===== config.mk =====
export PLATFORM = sky130hd
export DESIGN_NAME = instr_step_fifo
export DESIGN_NICKNAME = d
export VERILOG_FILES = /design/src/rtl/instr_step_fifo.sv
export SDC_FILE = /design/constraint.sdc
export NUM_CORES = 1
export LEC_CHECK = 0
export BUFFER_PORTS_ARGS = -buffer_cell sky130_fd_sc_hd__buf_2
export CAP_MARGIN = 20
export CORE_UTILIZATION = 45
export DETAILED_ROUTE_END_ITERATION = 10
export HOLD_SLACK_MARGIN = 0.06
export PLACE_DENSITY = 0.68
export SLEW_MARGIN = 20
export SYNTH_ARGS = -nofsm -noshare
export SYNTH_HDL_FRONTEND = slang
export SYNTH_SLANG_ARGS = --single-unit

===== constraint.sdc =====
create_clock -name clk -period 3.2 [get_ports clk]
set_input_delay 0 -clock clk [delete_from_list [all_inputs] [get_ports clk]]
set_output_delay 0 -clock clk [all_outputs]
set_load 0.01 [all_outputs]

===== src/rtl/instr_step_fifo.sv =====
// Instruction injection buffer feeding the core fetch input.
// Words are queued through a write port and issued one at a time under
// HOLD / STEP / RUN / LOOP control with a valid/ready handshake.
// LOOP mode recirculates each issued word back into the tail of the buffer.
module instr_step_fifo #(
  parameter int               WIDTH    = 16,
  parameter int               DEPTH    = 16,
  parameter int               AW       = 4,
  parameter logic [WIDTH-1:0] NOP_WORD = 16'h0800,
  parameter int               CNT_W    = 16
) (
  input  logic             clk,
  input  logic             rst,
  input  logic             clr,
  input  logic             wr_en,
  input  logic [WIDTH-1:0] wr_data,
  input  logic [1:0]       mode,
  input  logic             step,
  input  logic             instr_ready,
  output logic [WIDTH-1:0] instr_out,
  output logic             instr_valid,
  output logic             full,
  output logic             empty,
  output logic [AW:0]      count,
  output logic             overflow,
  output logic [CNT_W-1:0] issued_cnt
);

  localparam logic [1:0]       MODE_HOLD = 2'b00;
  localparam logic [1:0]       MODE_STEP = 2'b01;
  localparam logic [1:0]       MODE_RUN  = 2'b10;
  localparam logic [1:0]       MODE_LOOP = 2'b11;
  localparam logic [AW:0]      CNT_ZERO  = (AW+1)'(0);
  localparam logic [AW:0]      CNT_FULL  = (AW+1)'(DEPTH);
  localparam logic [AW-1:0]    PTR_ZERO  = AW'(0);
  localparam logic [AW-1:0]    PTR_ONE   = AW'(1);
  localparam logic [CNT_W-1:0] ISS_ZERO  = CNT_W'(0);
  localparam logic [CNT_W-1:0] ISS_ONE   = CNT_W'(1);

  typedef enum logic [0:0] {
    ST_IDLE    = 1'b0,
    ST_PRESENT = 1'b1
  } state_t;

  logic [WIDTH-1:0] mem_r [DEPTH];
  logic [AW-1:0]    rd_ptr_r;
  logic [AW-1:0]    wr_ptr_r;
  logic [AW:0]      count_r;
  logic             full_r;
  logic             empty_r;
  logic             overflow_r;
  logic [CNT_W-1:0] issued_r;
  state_t           state_r;
  logic             step_q_r;
  logic             valid_r;
  logic [WIDTH-1:0] out_r;

  logic             step_rise_s;
  logic             is_loop_s;
  logic             wr_accept_s;
  logic             pop_s;
  logic             recirc_s;
  logic             free_s;
  logic             mem_we_s;
  logic [WIDTH-1:0] mem_wdata_s;
  logic [AW:0]      count_nxt_s;
  logic [AW-1:0]    rd_sel_s;
  logic [WIDTH-1:0] rd_data_s;
  state_t           next_state_s;
  logic [WIDTH-1:0] out_nxt_s;

  assign instr_out   = out_r;
  assign instr_valid = valid_r;
  assign full        = full_r;
  assign empty       = empty_r;
  assign count       = count_r;
  assign overflow    = overflow_r;
  assign issued_cnt  = issued_r;

  // Datapath control: write acceptance, handshake, recirculation and read-ahead with write bypass.
  always_comb begin
    step_rise_s = step & ~step_q_r;
    is_loop_s   = (mode == MODE_LOOP);
    wr_accept_s = wr_en & ~full_r & ~is_loop_s;
    pop_s       = (state_r == ST_PRESENT) & instr_ready;
    recirc_s    = pop_s & is_loop_s;
    free_s      = pop_s & ~is_loop_s;
    mem_we_s    = (wr_accept_s | recirc_s) & ~clr;
    mem_wdata_s = recirc_s ? out_r : wr_data;
    count_nxt_s = count_r + (AW+1)'(wr_accept_s) - (AW+1)'(free_s);
    rd_sel_s    = pop_s ? (rd_ptr_r + PTR_ONE) : rd_ptr_r;
    // The word due next may be landing in memory on this very edge.
    if (mem_we_s && (wr_ptr_r == rd_sel_s)) begin
      rd_data_s = mem_wdata_s;
    end else begin
      rd_data_s = mem_r[rd_sel_s];
    end
  end

  // Issue FSM next state and the word to present after this edge.
  always_comb begin
    next_state_s = state_r;
    case (state_r)
      ST_IDLE: begin
        if ((count_r != CNT_ZERO) &&
            ((mode == MODE_RUN) || (mode == MODE_LOOP) ||
             ((mode == MODE_STEP) && step_rise_s))) begin
          next_state_s = ST_PRESENT;
        end else begin
          next_state_s = ST_IDLE;
        end
      end
      ST_PRESENT: begin
        if (!pop_s) begin
          next_state_s = ST_PRESENT;
        end else if (((mode == MODE_RUN) || (mode == MODE_LOOP)) &&
                     (count_nxt_s != CNT_ZERO)) begin
          next_state_s = ST_PRESENT;
        end else begin
          next_state_s = ST_IDLE;
        end
      end
      default: begin
        next_state_s = ST_IDLE;
      end
    endcase

    if (next_state_s == ST_PRESENT) begin
      if ((state_r == ST_PRESENT) && !pop_s) begin
        out_nxt_s = out_r;
      end else begin
        out_nxt_s = rd_data_s;
      end
    end else begin
      out_nxt_s = NOP_WORD;
    end
  end

  // Storage array; contents are deliberately left unreset.
  always_ff @(posedge clk) begin
    if (mem_we_s) begin
      mem_r[wr_ptr_r] <= mem_wdata_s;
    end
  end

  // Step input history for rising-edge detection.
  always_ff @(posedge clk or negedge rst) begin
    if (!rst) begin
      step_q_r <= 1'b0;
    end else begin
      step_q_r <= step;
    end
  end

  // Pointers, occupancy, status flags, issue counter and registered outputs.
  always_ff @(posedge clk or negedge rst) begin
    if (!rst) begin
      rd_ptr_r   <= PTR_ZERO;
      wr_ptr_r   <= PTR_ZERO;
      count_r    <= CNT_ZERO;
      full_r     <= 1'b0;
      empty_r    <= 1'b1;
      overflow_r <= 1'b0;
      issued_r   <= ISS_ZERO;
      state_r    <= ST_IDLE;
      valid_r    <= 1'b0;
      out_r      <= NOP_WORD;
    end else if (clr) begin
      rd_ptr_r   <= PTR_ZERO;
      wr_ptr_r   <= PTR_ZERO;
      count_r    <= CNT_ZERO;
      full_r     <= 1'b0;
      empty_r    <= 1'b1;
      overflow_r <= 1'b0;
      issued_r   <= ISS_ZERO;
      state_r    <= ST_IDLE;
      valid_r    <= 1'b0;
      out_r      <= NOP_WORD;
    end else begin
      if (wr_accept_s || recirc_s) begin
        wr_ptr_r <= wr_ptr_r + PTR_ONE;
      end
      if (pop_s) begin
        rd_ptr_r <= rd_ptr_r + PTR_ONE;
        issued_r <= issued_r + ISS_ONE;
      end
      if (wr_en && !wr_accept_s) begin
        overflow_r <= 1'b1;
      end
      count_r <= count_nxt_s;
      full_r  <= (count_nxt_s == CNT_FULL);
      empty_r <= (count_nxt_s == CNT_ZERO);
      state_r <= next_state_s;
      valid_r <= (next_state_s == ST_PRESENT);
      out_r   <= out_nxt_s;
    end
  end

endmodule


After elaboration in Yosys (flattened, before gate mapping)
Memory sizes are Yosys's and may differ from the RTL's.
Index checks and enable logic that the tools add are counted.
{ "op_classes": {"n_mux": 23, "n_bitwise": 13, "mul": 0, "shifts": 0, "n_lt_le_gt_ge": 0, "n_eq_ne": 6, "n_reduce_logical": 17, "n_addsub": 5, "div_mod_pow": 0} }
{ "ops": {"columns": ["cell", "count"], "rows": [
  ["$mux 16", 7],
  ["$add 16x1->16 const B", 1],
  ["$mux 4", 4],
  ["$mux 1", 10],
  ["$reduce_bool 5->1", 2],
  ["$add 4x1->4 const B", 2],
  ["$and 1x1->1", 7],
  ["$logic_and 1x1->1", 6],
  ["$reduce_bool 2->1", 3],
  ["$add 5x1->5", 1],
  ["$eq 5x5->1 const B", 1],
  ["$logic_not 5->1", 1],
  ["$mux 5", 1],
  ["$not 1->1", 5],
  ["$sub 5x1->5", 1],
  ["$eq 2x2->1 const B", 2],
  ["$eq 4x4->1", 1],
  ["$logic_or 1x1->1", 3],
  ["$ne 3x3->1 const B", 1],
  ["$eq 2x1->1 const B", 1],
  ["$logic_not 1->1", 2],
  ["$pmux 1 s2", 1],
  ["$or 1x1->1", 1]
]} }
{ "totals": {"latchBits": 0, "n_memories": 1, "elab_cells": 75, "romBits": 0, "mem_bits_rw": 256, "ff_bits": 50, "output_inout_bits": 41} }
{ "memory_table": {"columns": ["name", "words", "width", "rd", "rd_clocked_by_memory_dff", "write_ports", "line", "text"], "rows": [
  ["mem_r", 16, 16, 1, 0, 1, "45", "logic [WIDTH-1:0] mem_r [DEPTH];"]
]} }

Logic depth before layout (Yosys ltp)
Gate-level depths: netlist of the first run.
{ "logic_depth": {"ltp_word": 12, "mapped_depth": 14, "ltp_nobuf": 13} }

Worst setup path after synthesis of the first run
Ideal clock, no wire load.
{ "synth_path": {"kind": "register to register", "from": "reg full_r, in the netlist full", "to": "reg out_r[10], in the netlist instr_out[10]", "path_stages_with_launch": 15, "period_less_slack_ps": 3182, "setup_time_ps": 126, "slack_ps": 18, "t_required_ps": 3074, "arrival_ps": 3056, "path_cell_list": "dfrtp_1 > nand2b_1 > nand2b_1 > ha_1 > inv_1 > ha_1 > fa_1 > a21oi_1 > o21bai_1 > xnor2_1 > a41oi_1 > o21ai_2 > buf_2 > nor4_1 > a221o_1"} }
{ "synth_between": {"elab_chain_cells": 12, "elab_cells_between_ends": 18, "cone_classes": "add/sub: 2; eq/ne: 1; mux: 7; bitwise: 5; reduce/logical: 3"} }
{ "synth_rtl": {"columns": ["element", "line", "text"], "rows": [
  ["from (decl)", "49", "logic full_r;"],
  ["from (signal assigned)", "191", "full_r <= (count_nxt_s == CNT_FULL);"],
  ["$not 1->1 (*)", "84", "wr_accept_s = wr_en & ~full_r & ~is_loop_s;"],
  ["$and 1x1->1 (*) (2 in series)", "84", null],
  ["$add 5x1->5", "90", "count_nxt_s = count_r + (AW+1)'(wr_accept_s) - (AW+1)'(free_s);"],
  ["$sub 5x1->5", "90", null],
  ["$reduce_bool 5->1", "117", "(count_nxt_s != CNT_ZERO)) begin"],
  ["$logic_and 1x1->1", "116", "end else if (((mode == MODE_RUN) || (mode == MODE_LOOP)) &&"],
  ["$mux 1", "116", null],
  ["$mux 1", "114", "if (!pop_s) begin"],
  ["$pmux 1 s2", "103", "case (state_r)"],
  ["$mux 16", "128", "if (next_state_s == ST_PRESENT) begin"],
  ["$mux 16", "168", "end else if (clr) begin"],
  ["to (signal assigned)", "195", "out_r <= out_nxt_s;"],
  ["to (decl)", "56", "logic [WIDTH-1:0] out_r;"]
]} }
Mark *: on every way between the ends. The rest lies on a longest branch, timed or not. The select of a mux whose other input is x is not followed.
A chain may end at the register's enable or synchronous reset.

Worst setup path in the final report of the first run
{ "layout_path": {"from": "reg full_r, in the netlist full", "to": "reg out_r[8], in the netlist instr_out[8]"} }
The elaborated chain is that of the path after synthesis.

==> run_results.csv, run 1 <==
group,metric,value,unit
synthesis,synth_top_family_by_area,"compound AO/OA/AOI/OAI gates",
run_status,outcome,"finished, final reports clean",
floorplan,start_util,46.1,%
floorplan,fp.dieW,182,um
setup_path,cp.arrival,3580,ps
timing,max_freq,0.320,GHz
pwr,p_switching,3.70,mW
finish,stdcell_area,17000,um2
place,dpl-instance-area,15700,um2
pwr,p_leak,5.99,nW
finish,seq_area,8950,um2
setup_path,cp_slowest_stage_delay,370,ps
routing,drt_wl_total,40.8,mm
setup_path,critPathLaunchType,"flop",
clock_tree,insertion_delay,570,ps
pwr,p_int,7.66,mW
synthesis,synth-warning-count,0,
clock_tree,clk_path_buf_depth,3,
pwr,vdd.ir_drop.worst,413,uV
place,port_buffers,64,
pwr,p_clk_share,29.8,%
timing,clock_skew,14.8,ps
pwr,power,11.4,mW
finish,n_antenna_cell,0,
setup_path,r2r_slack,70,ps
routing,initialDrtViolationCount,1358,
pwr,p_comb_share,29.0,%
routing,vias,11231,
setup_path,reg2regPathDepth,14,
floorplan,design.core.area,31800,um2
setup_path,crit_buf_inv,2,
setup_path,slowest_stage,"dfrtp_1",
timing,finalHoldViolations,0,
synthesis,synthMuxAreaShare,2.00,%
floorplan,die_area,33300,um2
setup_path,crit_fanout,7,
synthesis,synth.distinct_cells,56,
floorplan,ioPinCount,65,
synthesis,netlist_area,14700,um2
synthesis,seq_area_frac_synth,61.0,%
clock_tree,cts_buffers,31,
setup_path,crit_family,"compound AO/OA/AOI/OAI gates",
finish,area_growth,15.8,%
synthesis,syn-num-nets,1290,
floorplan,die_y,182,um
hold_path,min_path_type,"input pin to asynchronous set/reset pin",
synthesis,ys_seq_elements,306,
clock_tree,htreeDepth,1,
setup_path,worstSetupEndpointType,"flop",
timing,worst_pin_slew,773,ps
timing,setup-violations-final,0,
synthesis,yosys.area_share.simple,8.14,%
routing,route.detailed.drc,0,
global_route,grt_pass1_vias,10775,
timing,finalCritPeriodShare,97.7,%
finish,fin_nets,1359,
clock_tree,clk_pin_slew,60,ps
global_route,grt_max_degree,80,
finish,multi_input_area,5190,um2
routing,drtPass1Iterations,5,
clock_tree,cts_sinks,306,
clock_tree,tritoncts,"yes",
synthesis,synth_ff_type,"edfxtp_1",
synthesis,synth_compound_area_share,21.1,%
setup_path,cp_cell_sequence,"nand2b_4 > nand2b_4 > ha_4 > inv_2 > ha_4 > fa_2 > a21oi_2 > o21bai_1 > xnor2_1 > a41oi_2 > o21ai_4 > clkbuf_16 > nor4_1 > a221o_1",
setup_path,required,3650,ps
global_route,gr-usage-all-layers,24.4,%
global_route,antenna_found_initial,0,
finish,finalCoreUtilization,53.4,%
clock_tree,clock_tree.root_cell,"clkbuf_16",
routing,ant_nets,0,
pwr,switching_share,32.6,%
synthesis,synth_xor_area_share,2.02,%
global_route,grt_pass1_wl,62.5,mm
finish,drive_above_1_share,16.6,%
setup_path,critPathKind,"flop to flop",
place,hpwl,23.1,mm
timing,max_slew_margin,48.5,%
synthesis,syn_inst,1253,
synthesis,synth_edf_count,256,
place,place_inst,1703,
place,place.gp.congestion,0.819,
floorplan,core.rowCount,65,
synthesis,async_flop_share,16.3,%
finish,final_cells,1781,
timing,finalWorstPathRequiredPeriod,3130,ps
routing,wl_per_cell,22.9,um
timing,drv_slew,0,
run,max_cap_viol_count,0,
pwr,seqPwrFrac,41.2,%
finish,fillers,2618,
pwr,power_density,669,nW/um2
synthesis,synth-adder-area-share,1.16,%
global_route,overflow,0,
synthesis,postSynthAreaPerCell,11.7,um2
setup_path,cp_num_cells,14,
routing,viasPerCell,6.31,
## per-layer routing
metal	GRT usage (%)	share of wire (%)	up-vias
met1	33.2	42	5627
met3	2.95	7.4	74
met5	0	0	-
met4	6.96	2.0	0
li1	-	-	5011
met2	40.9	49	519
## per-stage QoR
step                      hold WS [ps]  worst slack [ps]  TNS (ps)
after floorplan                   -296              17.9         0
final                             50.9              72.1         0
after detailed placement           118              17.8         0
after CTS                         62.5              8.05         0
after global routing              84.4             -30.8      -103
after global placement             103              60.5         0
## worst register-to-register path, cell delays in order, from the launching register on
cell	delay [ps]
dfrtp_1	370
nand2b_4	140
nand2b_4	150
ha_4	260
inv_2	40
ha_4	150
fa_2	360
a21oi_2	150
o21bai_1	100
xnor2_1	240
a41oi_2	200
o21ai_4	290
clkbuf_16	230
nor4_1	60
a221o_1	270
## final cells by class
| cell class | instances | area share [%] |
|---|---|---|
| well taps | 435 | 3.21 |
| clock buffers | 47 | 4.98 |
| repair buffers | 148 | 6.77 |
| clock inverters | 10 | 0.523 |
| multi-input cells | 780 | 30.6 |
| inverters | 55 | 1.22 |
| flip-flops and latches | 306 | 52.7 |
## cell usage after synthesis, types with 3 or more instances
cell,number,area (um2)
a2111oi_0,3,26.3
a211oi_1,30,225
a21oi_1,94,470
a221o_1,15,150
a221oi_1,43,377
a311oi_1,28,245
a31oi_1,45,282
and3_1,5,31.3
buf_1,17,63.8
buf_2,26,130
clkbuf_1,67,251
dfrtp_1,48,1200
edfxtp_1,256,7690
ha_1,12,150
inv_1,53,199
mux2_2,18,203
mux2i_1,9,90.1
nand2_1,42,158
nand2b_1,48,300
nand3_1,51,255
nand4_1,6,37.5
nor2_1,55,206
nor2b_1,3,18.8
nor3_1,10,50.1
nor4_1,11,68.8
o211a_1,13,130
o211ai_1,45,338
o21a_1,3,22.5
o21ai_0,124,621
o22ai_1,14,87.6
or3_1,3,18.8
xnor2_1,11,96.3
xor2_1,14,123
## cell usage in the layout, fill, tap and decap left out, types with 4 or more instances in the layout
master / synthesis / final
nor4_1: 11 / 8
a221o_1: 15 / 15
clkinv_2: 0 / 4
nand3_1: 51 / 51
buf_12: 0 / 11
a31oi_1: 45 / 45
buf_4: 1 / 55
o21ai_0: 124 / 124
mux2i_1: 9 / 9
inv_1: 53 / 52
a211oi_1: 30 / 30
clkbuf_1: 67 / 15
nand4_1: 6 / 6
xor2_1: 14 / 14
buf_2: 26 / 64
o211a_1: 13 / 13
ha_1: 12 / 9
xnor2_1: 11 / 11
nand2_1: 42 / 42
clkbuf_16: 0 / 32
dfrtp_1: 48 / 45
nor2_1: 55 / 47
o22ai_1: 14 / 14
dlygate4sd3_1: 0 / 17
edfxtp_1: 256 / 256
o211ai_1: 45 / 45
nor3_1: 10 / 9
nor2_2: 0 / 8
mux2_2: 18 / 18
a221oi_1: 43 / 43
nand2b_1: 48 / 46
a311oi_1: 28 / 28
and3_1: 5 / 5
a21oi_1: 94 / 93
## final timing paths
path | from | to
min | rst | wr_ptr_r[1]$_DFFE_PN0P_
max | full$_DFF_PN0_ | instr_out[8]$_DFFE_PN0P_
min reg2reg | instr_out[9]$_DFFE_PN0P_ | instr_out[9]$_DFFE_PN0P_
min in group clk | wr_data[13] | mem_r[5][13]$_DFFE_PP_
max in group asynchronous | rst | instr_out[10]$_DFFE_PN0P_
max reg2reg | full$_DFF_PN0_ | instr_out[8]$_DFFE_PN0P_
## state kept, by name, summed over array words and instances (netlist names)
name,count
issued_cnt,16
instr_valid,1
overflow,1
step_q_r,1
empty,1
rd_ptr_r,4
count,5
wr_ptr_r,4
mem_r,256
full,1
instr_out,16
## cell families (layout without fill, tap and decap cells)
kind of cell,Yosys count,after routing
buf+inv,167,260
flops,306,306
fa+ha+maj,13,13
mux,27,27
xor+xnor,29,29
simple gates,240,240
compound gates,471,471
## power groups by stage
stage,Sequential (mW),Combinational (mW),Clock (mW)
after floorplan,4.76,1.94,0
after global placement,4.75,3.01,0
after detailed placement,4.76,3.08,0
after CTS,4.68,3.11,3.43
after global routing,4.70,3.53,3.58
final,4.68,3.30,3.39
## what timing repair did
action | CTS | global route
resized for setup | 0 | 18
endpoints found under the hold margin | 166 | 0
endpoints found under the setup margin | 0 | 16
buffers inserted | 0 | 3
hold buffers | 17 | 0
(Power assumes the default switching activity.)
==> run 2: changes to the inputs <==
Settings changed: CORE_ASPECT_RATIO set to 1.5.
==> run_results.csv, run 2 (synthesis results as in run 1) <==
group,metric,value,unit
global_route,overflow,0,
routing,initialDrtViolationCount,1030,
run_status,outcome,"finished, final reports clean",
setup_path,cp_cell_sequence,"nand2b_4 > nand2b_4 > ha_4 > inv_2 > ha_4 > fa_2 > a21oi_2 > o21bai_1 > xnor2_1 > a41oi_2 > o21ai_4 > buf_12 > nor4_2 > a221o_1",
finish,fin_nets,1360,
floorplan,start_util,45.9,%
timing,finalHoldViolations,0,
routing,drt_wl_total,41.9,mm
run,max_cap_viol_count,0,
setup_path,worstSetupEndpointType,"flop",
hold_path,hp-start,"wr_data[7]",
global_route,grt_pass1_vias,10827,
floorplan,ioPinCount,65,
clock_tree,tritoncts,"yes",
finish,final_common_cell,"edfxtp_1",
clock_tree,clock_tree.root_cell,"clkbuf_16",
timing,finalWorstPathRequiredPeriod,3170,ps
global_route,grt_max_degree,76,
place,place.gp.congestion,0.849,
finish,area_growth,16.3,%
timing,setup-violations-final,0,
floorplan,die_y,223,um
clock_tree,cts_sinks,306,
clock_tree,cts_buffers,29,
place,place_inst,1684,
setup_path,cp.arrival,3610,ps
finish,top_register,"mem_r",
routing,drtPass1Iterations,5,
routing,viasPerCell,6.40,
timing,max_freq,0.315,GHz
timing,worst_pin_slew,910,ps
floorplan,design.core.area,31900,um2
setup_path,reg2regPathDepth,14,
pwr,p_leak,6.00,nW
setup_path,cp_slowest_stage_delay,390,ps
setup_path,critPathLaunchType,"flop",
routing,wl_per_cell,23.9,um
finish,final_cell_mix,"256 x edfxtp_1, 124 x o21ai_0, 92 x a21oi_1, 63 x buf_2, 60 x buf_4",
routing,ant_nets,0,
clock_tree,clk_pin_slew,70,ps
timing,clock_skew,22.9,ps
place,port_buffers,64,
place,dpl-instance-area,15800,um2
timing,rsz0062_at_grt,"yes",
setup_path,crit_fanout,8,
timing,finalCritPeriodShare,99.1,%
floorplan,core.rowCount,80,
floorplan,fp.dieW,149,um
finish,drive_above_1_share,18.1,%
finish,n_antenna_cell,0,
setup_path,required,3640,ps
finish,largest_reg_flops,256,
setup_path,critPathKind,"flop to flop",
timing,max_slew_margin,39.4,%
timing,drv_slew,0,
global_route,gr-usage-all-layers,25.0,%
hold_path,min_path_type,"input pin to flop",
clock_tree,insertion_delay,560,ps
setup_path,slowest_stage,"dfrtp_1",
place,hpwl,24.7,mm
routing,route.detailed.drc,0,
clock_tree,clk_path_buf_depth,3,
setup_path,startpoint,"full$_DFF_PN0_",
pwr,power_density,670,nW/um2
finish,final_cells,1755,
global_route,grt_pass1_wl,63.0,mm
routing,vias,11235,
global_route,antenna_found_initial,0,
pwr,vdd.ir_drop.worst,360,uV
hold_path,min_path_cells,2,
floorplan,die_area,33300,um2
timing,tns,0,ps
finish,stdcell_area,17000,um2
pwr,power,11.4,mW
setup_path,rr_startpoint,"full$_DFF_PN0_",
clock_tree,htreeDepth,1,
## run 2: through the flow
stage                     utilization (%)  worst slack [ps]  hold slack, ps
after global placement               49.4             -34.8             119
after global routing                 53.4             -94.6             102
after detailed placement             49.4             -90.9             127
final                                53.4              29.4            70.6
after floorplan                         -              17.9            -296
after CTS                            52.7              6.24            66.1
## run 2: timing repair
item,in CTS,in global routing
setup endpoints to repair,16,16
hold buffers,13,1
pin swaps,1,10
gates resized for setup,1,29
cloned,0,1
setup buffers,1,2
hold endpoints to repair,111,30
## run 2: path summary, 6_finish.rpt
kind,slack (ps),to
setup / recovery,30,instr_out[8]$_DFFE_PN0P_
hold / removal,70,mem_r[12][7]$_DFFE_PP_
setup reg to reg,30,instr_out[8]$_DFFE_PN0P_
hold reg to reg,540,instr_out[14]$_DFFE_PN0P_
max in group asynchronous,1990,empty$_DFF_PN1_
min in group asynchronous,550,count[2]$_DFF_PN0_
## run 2: area by class of cell
type | instances | area (um2)
Fill cell | 2644 | 14900
Sequential cell | 306 | 8950
Multi-Input combinational cell | 780 | 5280
Timing Repair Buffer | 151 | 1190
Clock buffer | 37 | 776
Tap cell | 410 | 513
Inverter | 55 | 206
Clock inverter | 16 | 129
## run 2: where the power goes
group | total [mW] | leakage, nW | switching (mW) | internal, mW
clock | 3.33 | 0.430 | 1.47 | 1.87
combinational | 3.38 | 2.60 | 2.11 | 1.28
sequential | 4.70 | 2.98 | 0.159 | 4.54
## run 2: per-layer routing
layer | track usage, % | part of all wire [%] | vias to the layer above
li1 | - | - | 4995
met1 | 30.1 | 37 | 5568
met3 | 2.84 | 7.3 | 124
met4 | 13.8 | 5.3 | 0
met5 | 0 | 0 | -
met2 | 43.2 | 50 | 548
## run 2: worst max-delay path, delay by kind of cell (launching register included)
kind	cells	cell delay, ps
buf+inv	2	240
fa+ha+maj	3	760
flops	1	390
xor+xnor	1	240
compound gates	5	1060
simple gates	3	350
